==> config.mk <==
export PLATFORM = sky130hd
export DESIGN_NAME = mux_rr_arbiter
export DESIGN_NICKNAME = d
export VERILOG_FILES = /design/src/rtl/mux_rr_arbiter.sv
export SDC_FILE = /design/constraint.sdc
export NUM_CORES = 1
export LEC_CHECK = 0
export CAP_MARGIN = 10
export CORE_MARGIN = 10
export CORE_UTILIZATION = 44
export DETAILED_ROUTE_END_ITERATION = 7
export GPL_TIMING_DRIVEN = 1
export PLACE_DENSITY = 0.87
export SLEW_MARGIN = 20
export SYNTH_ARGS = -nofsm -noshare
export SYNTH_HDL_FRONTEND = slang
export SYNTH_SLANG_ARGS = --single-unit
==> constraint.sdc <==
create_clock -name clk -period 2.9 [get_ports clk]
set_clock_uncertainty 0.05 [all_clocks]
set_input_delay 0.725 -clock clk [delete_from_list [all_inputs] [get_ports clk]]
set_output_delay 0.725 -clock clk [all_outputs]
set_load 0.01 [all_outputs]
==> src/rtl/mux_rr_arbiter.sv <==
// Two-requester round-robin arbiter with bounded bursts. It drives the 2:1 select
// and registers the chosen word into a one-entry output slice.
module mux_rr_arbiter #(
  parameter  int MAX_BURST = 4,
  localparam int CNT_W     = $clog2(MAX_BURST + 1)
) (
  input  logic        clk,
  input  logic        reset,
  input  logic        a_valid,
  input  logic [31:0] a_data,
  output logic        a_ready,
  input  logic        b_valid,
  input  logic [31:0] b_data,
  output logic        b_ready,
  output logic        out_valid,
  output logic [31:0] out_data,
  output logic        out_src,
  input  logic        out_ready,
  output logic        sel
);

  typedef enum logic [1:0] {IDLE, GRANT_A, GRANT_B} state_t;

  localparam logic [CNT_W-1:0] MAX_CNT = CNT_W'(MAX_BURST);

  state_t           state, state_next, other_state;
  logic [CNT_W-1:0] burst_cnt, cnt_next, burst_inc;
  logic             last_src, last_next;
  logic             slot_free, grant_src, grant_valid, other_valid, grant_fire;
  logic             a_fire, b_fire;

  // Readiness depends only on state and the output slice, never on the valids.
  assign slot_free = !out_valid || out_ready;
  assign a_ready   = (state == GRANT_A) && slot_free;
  assign b_ready   = (state == GRANT_B) && slot_free;
  assign sel       = (state == GRANT_B);
  assign a_fire    = a_valid && a_ready;
  assign b_fire    = b_valid && b_ready;

  always_comb begin
    state_next  = state;
    cnt_next    = burst_cnt;
    last_next   = last_src;
    grant_src   = (state == GRANT_B);
    grant_valid = grant_src ? b_valid : a_valid;
    other_valid = grant_src ? a_valid : b_valid;
    grant_fire  = a_fire || b_fire;
    other_state = grant_src ? GRANT_A : GRANT_B;
    burst_inc   = burst_cnt + CNT_W'(1);
    case (state)
      IDLE: begin
        cnt_next = '0;
        // last_src names the most recent yielder, so a tie goes to the other side.
        if (a_valid && b_valid) state_next = last_src ? GRANT_A : GRANT_B;
        else if (a_valid)       state_next = GRANT_A;
        else if (b_valid)       state_next = GRANT_B;
      end
      GRANT_A, GRANT_B: begin
        if (grant_fire) begin
          if (burst_inc == MAX_CNT) begin
            cnt_next = '0;
            if (other_valid) begin
              state_next = other_state;
              last_next  = grant_src;
            end
          end else begin
            cnt_next = burst_inc;
          end
        end else if (!grant_valid) begin
          last_next  = grant_src;
          cnt_next   = '0;
          state_next = other_valid ? other_state : IDLE;
        end
      end
      default: begin
        state_next = IDLE;
        cnt_next   = '0;
      end
    endcase
  end

  always_ff @(posedge clk or posedge reset) begin
    if (reset) begin
      state     <= IDLE;
      burst_cnt <= '0;
      last_src  <= 1'b1;
    end else begin
      state     <= state_next;
      burst_cnt <= cnt_next;
      last_src  <= last_next;
    end
  end

  // Output slice: loading a new beat and draining the old one can share an edge.
  always_ff @(posedge clk or posedge reset) begin
    if (reset) begin
      out_valid <= 1'b0;
      out_data  <= '0;
      out_src   <= 1'b0;
    end else if (a_fire) begin
      out_valid <= 1'b1;
      out_data  <= a_data;
      out_src   <= 1'b0;
    end else if (b_fire) begin
      out_valid <= 1'b1;
      out_data  <= b_data;
      out_src   <= 1'b1;
    end else if (out_ready) begin
      out_valid <= 1'b0;
    end
  end

endmodule

==> results of run 1 <==
-- path summary, 6_finish.rpt --
check                          start  slack, ps  cells past startpoint         to
max in group asynchronous      reset       1630                      3   last_src
hold reg to reg              out_src        460                      2    out_src
hold / removal               out_src        460                      2    out_src
setup / recovery           out_ready         60                      4    a_ready
min in group asynchronous      reset        810                      3  out_valid
setup reg to reg            state[0]        780                      6   last_src
-- final cells by class --
class	count	area [µm²]
inverters	6	22.5
clock inverters	1	7.51
clock buffers	7	86.3
flip-flops and latches	40	1000
multi-input cells	150	1050
repair buffers	111	1100
well taps	67	83.8
fillers	376	1380
-- power breakdown --
group          switching (mW)  internal, mW
clock network           0.193         0.193
logic                   0.732         0.826
registers               0.144         0.822
-- per-layer routing --
| metal | vias up | wire length, µm |
|---|---|---|
| li1 | 947 | - |
| met1 | 848 | 2380 |
| met2 | 65 | 3010 |
| met3 | 5 | 468 |
| met4 | 0 | 40 |
| met5 | - | 0 |
-- logic make-up after synthesis --
| family | Yosys count | share of synthesized area |
|---|---|---|
| xor+xnor | 1 | 0.00409 |
| mux | 34 | 0.162 |
| compound gates | 52 | 0.151 |
| buf+inv | 18 | 0.0468 |
| simple gates | 56 | 0.127 |
| fa+ha+maj | 7 | 0.0409 |
| flops | 40 | 0.468 |
-- cell usage in the layout (no fill, tap or decap), types with 4 or more instances in the layout --
master | synthesis | routed
mux2i_1 | 32 | 32
buf_4 | 3 | 6
nor2_1 | 36 | 35
clkdlybuf4s50_1 | 0 | 105
inv_1 | 6 | 6
ha_1 | 7 | 7
dfrtp_1 | 39 | 39
a21oi_1 | 34 | 34
clkbuf_8 | 0 | 6
nand2_1 | 4 | 4
-- sequential cells by signal, summed over array words and instances (netlist names) --
register,count
burst_cnt,3
last_src,1
out_data,32
out_src,1
out_valid,1
state,2
-- stage by stage --
step                hold slack (ps)  instances  setup WS (ps)
floorplan                       432        208            989
global placement                440        374           80.1
detailed placement              439        374           49.7
CTS                             459        382           42.0
global route                    503        382           4.93
finish                          457        382           55.4
-- critical path: stages --
cell,delay [ps]
clkdlybuf4s50_1,470
nand2b_1,190
and2_1,150
clkdlybuf4s50_1,540
==> metrics.txt, run 1 <==
Pleak=1.30 nW; CTS max path bufs=2; nets=390; worst endpoint required time=between 2000 and 2500 ps; VDD IR max=between 0.0005 and 0.0006 V; worst-margin pin slew=about 530 ps; most frequent cell after synthesis=dfrtp_1; initial antenna violation count=0; post-synthesis cell count=roughly 210; met3 Use GR=0.0599; critical path class=primary input to primary output; global routing usage on met2=0.249; I/O Buffers=around 110; Async S/R FF share, synth=1.00; Peak Freq=between 300 and 400 MHz; Core Area=4720 µm²; CP Launch Type=primary input; Slew HR=0.646; clock tree sinks=40; initial drt markers=between 60 and 70; Arr. time, crit path=around 2100 ps; WL per Instance=between 15 and 20 µm; final setup fails=0; Cell variety after synth=just over 40; gp weighted congestion=between 0.7 and 0.8; met1 Resource Use GR=0.148; Die Y=89.8 µm; HP Class=flip-flop to flip-flop; Mapped Area=around 2100 µm²; Syn-to-layout area delta=56.2%; vias per cell=4.88; area fraction of the dominant cell type after synthesis=0.456; starting density of the core=0.453; largest net degree at the start of global routing=41; status=completed; endpoints failing hold=0; final core utilization=0.708; Routed WL=around 5900 µm; share of cells above drive strength 1=0.0698; Ys Warns=0; crit path time final=around 2800 ps; register bit total from synthesis=40; top post-synthesis cells by area=dfrtp_1, mux2i_1, a21oi_1; post-route design area=3340 µm²; htree depth=2; Routed Antenna Nets=0; CTS tree=yes; post-CTS setup repair buffer count=0; register area share after synthesis=0.468; crit-path max FO=5; post-route clock period utilization=0.981; setup TNS=0 ps; Worst-Skew Late Latency=290 ps; ys flop type=dfrtp_1; Resize count post-CTS=0; post-DP HPWL=4780 µm; DR DRC count=0; Slew Limit Fails=0; DIE AREA=between 8000 and 9000 µm²; vias in the first global route=roughly 2000; # IOs=106; Synth area leader=dfrtp_1; PwrDens=870 nW/µm²; GRT Max-Usage Layer=met2; Num CTS Buffers=5; EDFF count, synth=0; die width=about 90 µm; syn nets=284; Antenna Cells=0; # rows=25; hold_buf cts=0; Total Power=between 2 and 3 mW; GRT overflow=0; post-synthesis area per instance=about 10 µm²; clk slew on worst S/H paths=approximately 80 ps; RSZ-0062 raised after global routing=false; placed cell area=around 3300 µm²; top post-synthesis cells by count=dfrtp_1, nor2_1, a21oi_1, mux2i_1, ha_1; drt first pass iters=4; max_cap viols=0; via count=1865; first-pass GRT wire length=~9500 µm; total global-route track usage=0.140; clk root buf=clkbuf_8; CP Capture Type=primary output
No activity file was read; power rests on OpenSTA's default activity.
==> run 2, diff against run 1 <==
Settings changed: CORE_UTILIZATION 44 to 40, PLACE_DENSITY 0.87 to 0.8.
Clock period 2.9 ns to 3 ns, I/O delays scaled along.
==> metrics.txt, run 2 (synthesis gave the netlist of run 1 again) <==
status=completed (unchanged); DIE AREA=8680 µm² (was 8060 µm²); hold_sp=out_data[7] (was out_src); setup TNS=0 ps (unchanged); placed cells=377 (was 374); CP Launch Type=primary input (unchanged); Slew Limit Fails=0 (unchanged); crit path time final=between 2000 and 3000 ps; R2R Setup Slk=890 ps (was 780 ps); reg2reg start=state[0] (unchanged); Peak Freq=347 MHz; clk root buf=clkbuf_8 (unchanged); drt first pass iters=4 (unchanged); CTS max path bufs=2 (unchanged); HP Class=flip-flop to flip-flop (unchanged); Pleak=1.32 nW (was 1.30 nW); clk slew on worst S/H paths=70 ps (was 80 ps); Routed Antenna Nets=0 (unchanged); crit path from=out_ready (unchanged); post-DP HPWL=4720 µm (was 4780 µm); # rows=26 (was 25); Num CTS Buffers=5 (unchanged); VDD IR max=0.000413 V (was 0.000505 V); Reg2Reg Depth=6 (unchanged); gp weighted congestion=0.813 (was 0.796); CP endpoint=a_ready (unchanged); fin cells=385 (was 382); initial drt markers=112 (was 69); post-route clock period utilization=0.959; Hold Path Depth=2 (unchanged); post-CTS setup repair buffer count=0 (unchanged); worst-margin pin slew=578 ps (was 531 ps); largest register by flop count=out_data (unchanged); Antenna Cells=0 (unchanged); Arr. time, crit path=2080 ps (was 2070 ps); worst endpoint required time=2200 ps (was 2120 ps); first-pass GRT wire length=9290 µm (was 9470 µm); Slew HR=0.615 (was 0.646); Resize count post-CTS=0 (unchanged); nets=390 (unchanged); die width=93.2 µm (was 89.8 µm); critical path class=primary input to primary output (unchanged); biggest regs=out_data x32, burst_cnt x3, state x2 (unchanged); largest net degree at the start of global routing=41 (unchanged); starting density of the core=0.417 (was 0.453); WL per Instance=15.2 µm (was 15.4 µm); commonest non-fill, non-tap cell in the layout=clkdlybuf4s50_1 (unchanged); # IOs=106 (unchanged); CTS tree=yes (unchanged); Core Area=5140 µm² (was 4720 µm²); htree depth=2 (unchanged); clock tree sinks=40 (unchanged); final setup fails=0 (unchanged); most frequent cells in the layout=clkdlybuf4s50_1, dfrtp_1, nor2_1 (unchanged); initial antenna violation count=0 (unchanged); via count=1869 (was 1865); max_cap viols=0 (unchanged); RSZ-0062 raised after global routing=false (unchanged); Syn-to-layout area delta=58.3% (was 56.2%); share of cells above drive strength 1=0.0730 (was 0.0698); PwrDens=862 nW/µm² (was 870 nW/µm²); vias per cell=4.85 (was 4.88); Routed WL=5830 µm (was 5900 µm); crit-path max FO=5 (unchanged); GRT overflow=0 (unchanged); I/O Buffers=105 (unchanged); total global-route track usage=0.132 (was 0.140); max FFs per register=32 (unchanged); CP Capture Type=primary output (unchanged); hold_buf cts=0 (unchanged); Worst-Skew Late Latency=290 ps (about the same); endpoints failing hold=0 (unchanged); Die Y=93.2 µm (was 89.8 µm); DR DRC count=0 (unchanged); vias in the first global route=1951 (was 1981); Reg-to-Reg End=last_src (unchanged)
## run 2: cell types whose count changed in the layout (fill, tap and decap cells not counted), sizes merged
cell,before,now
clkinvlp,1,0
clkinv,0,1
clkbuf,7,6
bufinv,0,1
## run 2: through the flow
| stage | instance area, µm² | hold WS, ps | utilization | total power [mW] | setup WS [ps] |
|---|---|---|---|---|---|
| 6_report | 3390 | 474 | 0.659 | 2.92 | 122 |
| 5_1_grt | 3390 | 499 | 0.659 | 3.15 | 73.9 |
| 4_1_cts | 3390 | 472 | 0.659 | 2.96 | 117 |
| 3_5_place_dp | 3270 | 449 | 0.636 | 2.49 | 122 |
| 3_3_place_gp | 3270 | 441 | 0.636 | 2.45 | 130 |
| 2_1_floorplan | 2140 | 432 | - | 1.73 | 1090 |
## run 2: cell type report
type                       count  area (µm²)
fill                         433        1750
sequential                    40        1000
clock buffer                   6        82.6
clock inverter                 2        38.8
multi-input combinational    150        1050
timing repair buffer         111        1110
tap                           70        87.6
inverter                       6        22.5
## run 2: where the power goes
group          internal (mW)  total (mW)  switching, mW  leakage (nW)
clock                  0.272       0.465          0.193        0.0614
sequential             0.794       0.927          0.132         0.452
combinational          0.813        1.53          0.715         0.811
## run 2: worst min-delay path by stage
| stage | to | slack [ps] |
|---|---|---|
| final | out_data[7] | 470 |
| after detailed placement | out_src | 450 |
| after global placement | out_src | 440 |
| after global routing | out_data[22] | 500 |
| after CTS | out_src | 470 |
| after floorplan | burst_cnt[0] | 430 |
## run 2: critical path, cell delays in order
cell             delay, ps
clkdlybuf4s50_1        470
nand2b_1               180
and2_1                 150
clkdlybuf4s50_1        530
## run 2: per-layer routing
layer	track usage	share of wire	vias to the layer above
met5	0	0	-
met4	0.0334	0.0074	0
met3	0.0727	0.10	5
met2	0.227	0.50	65
met1	0.138	0.39	855
li1	-	-	944
==> run 3, diff against run 2 <==
Settings changed: SKIP_LAST_GASP from default to 1.
==> results of run 3 <==
Same layout as run 2: the final DEF is identical, and so are final timing and power.
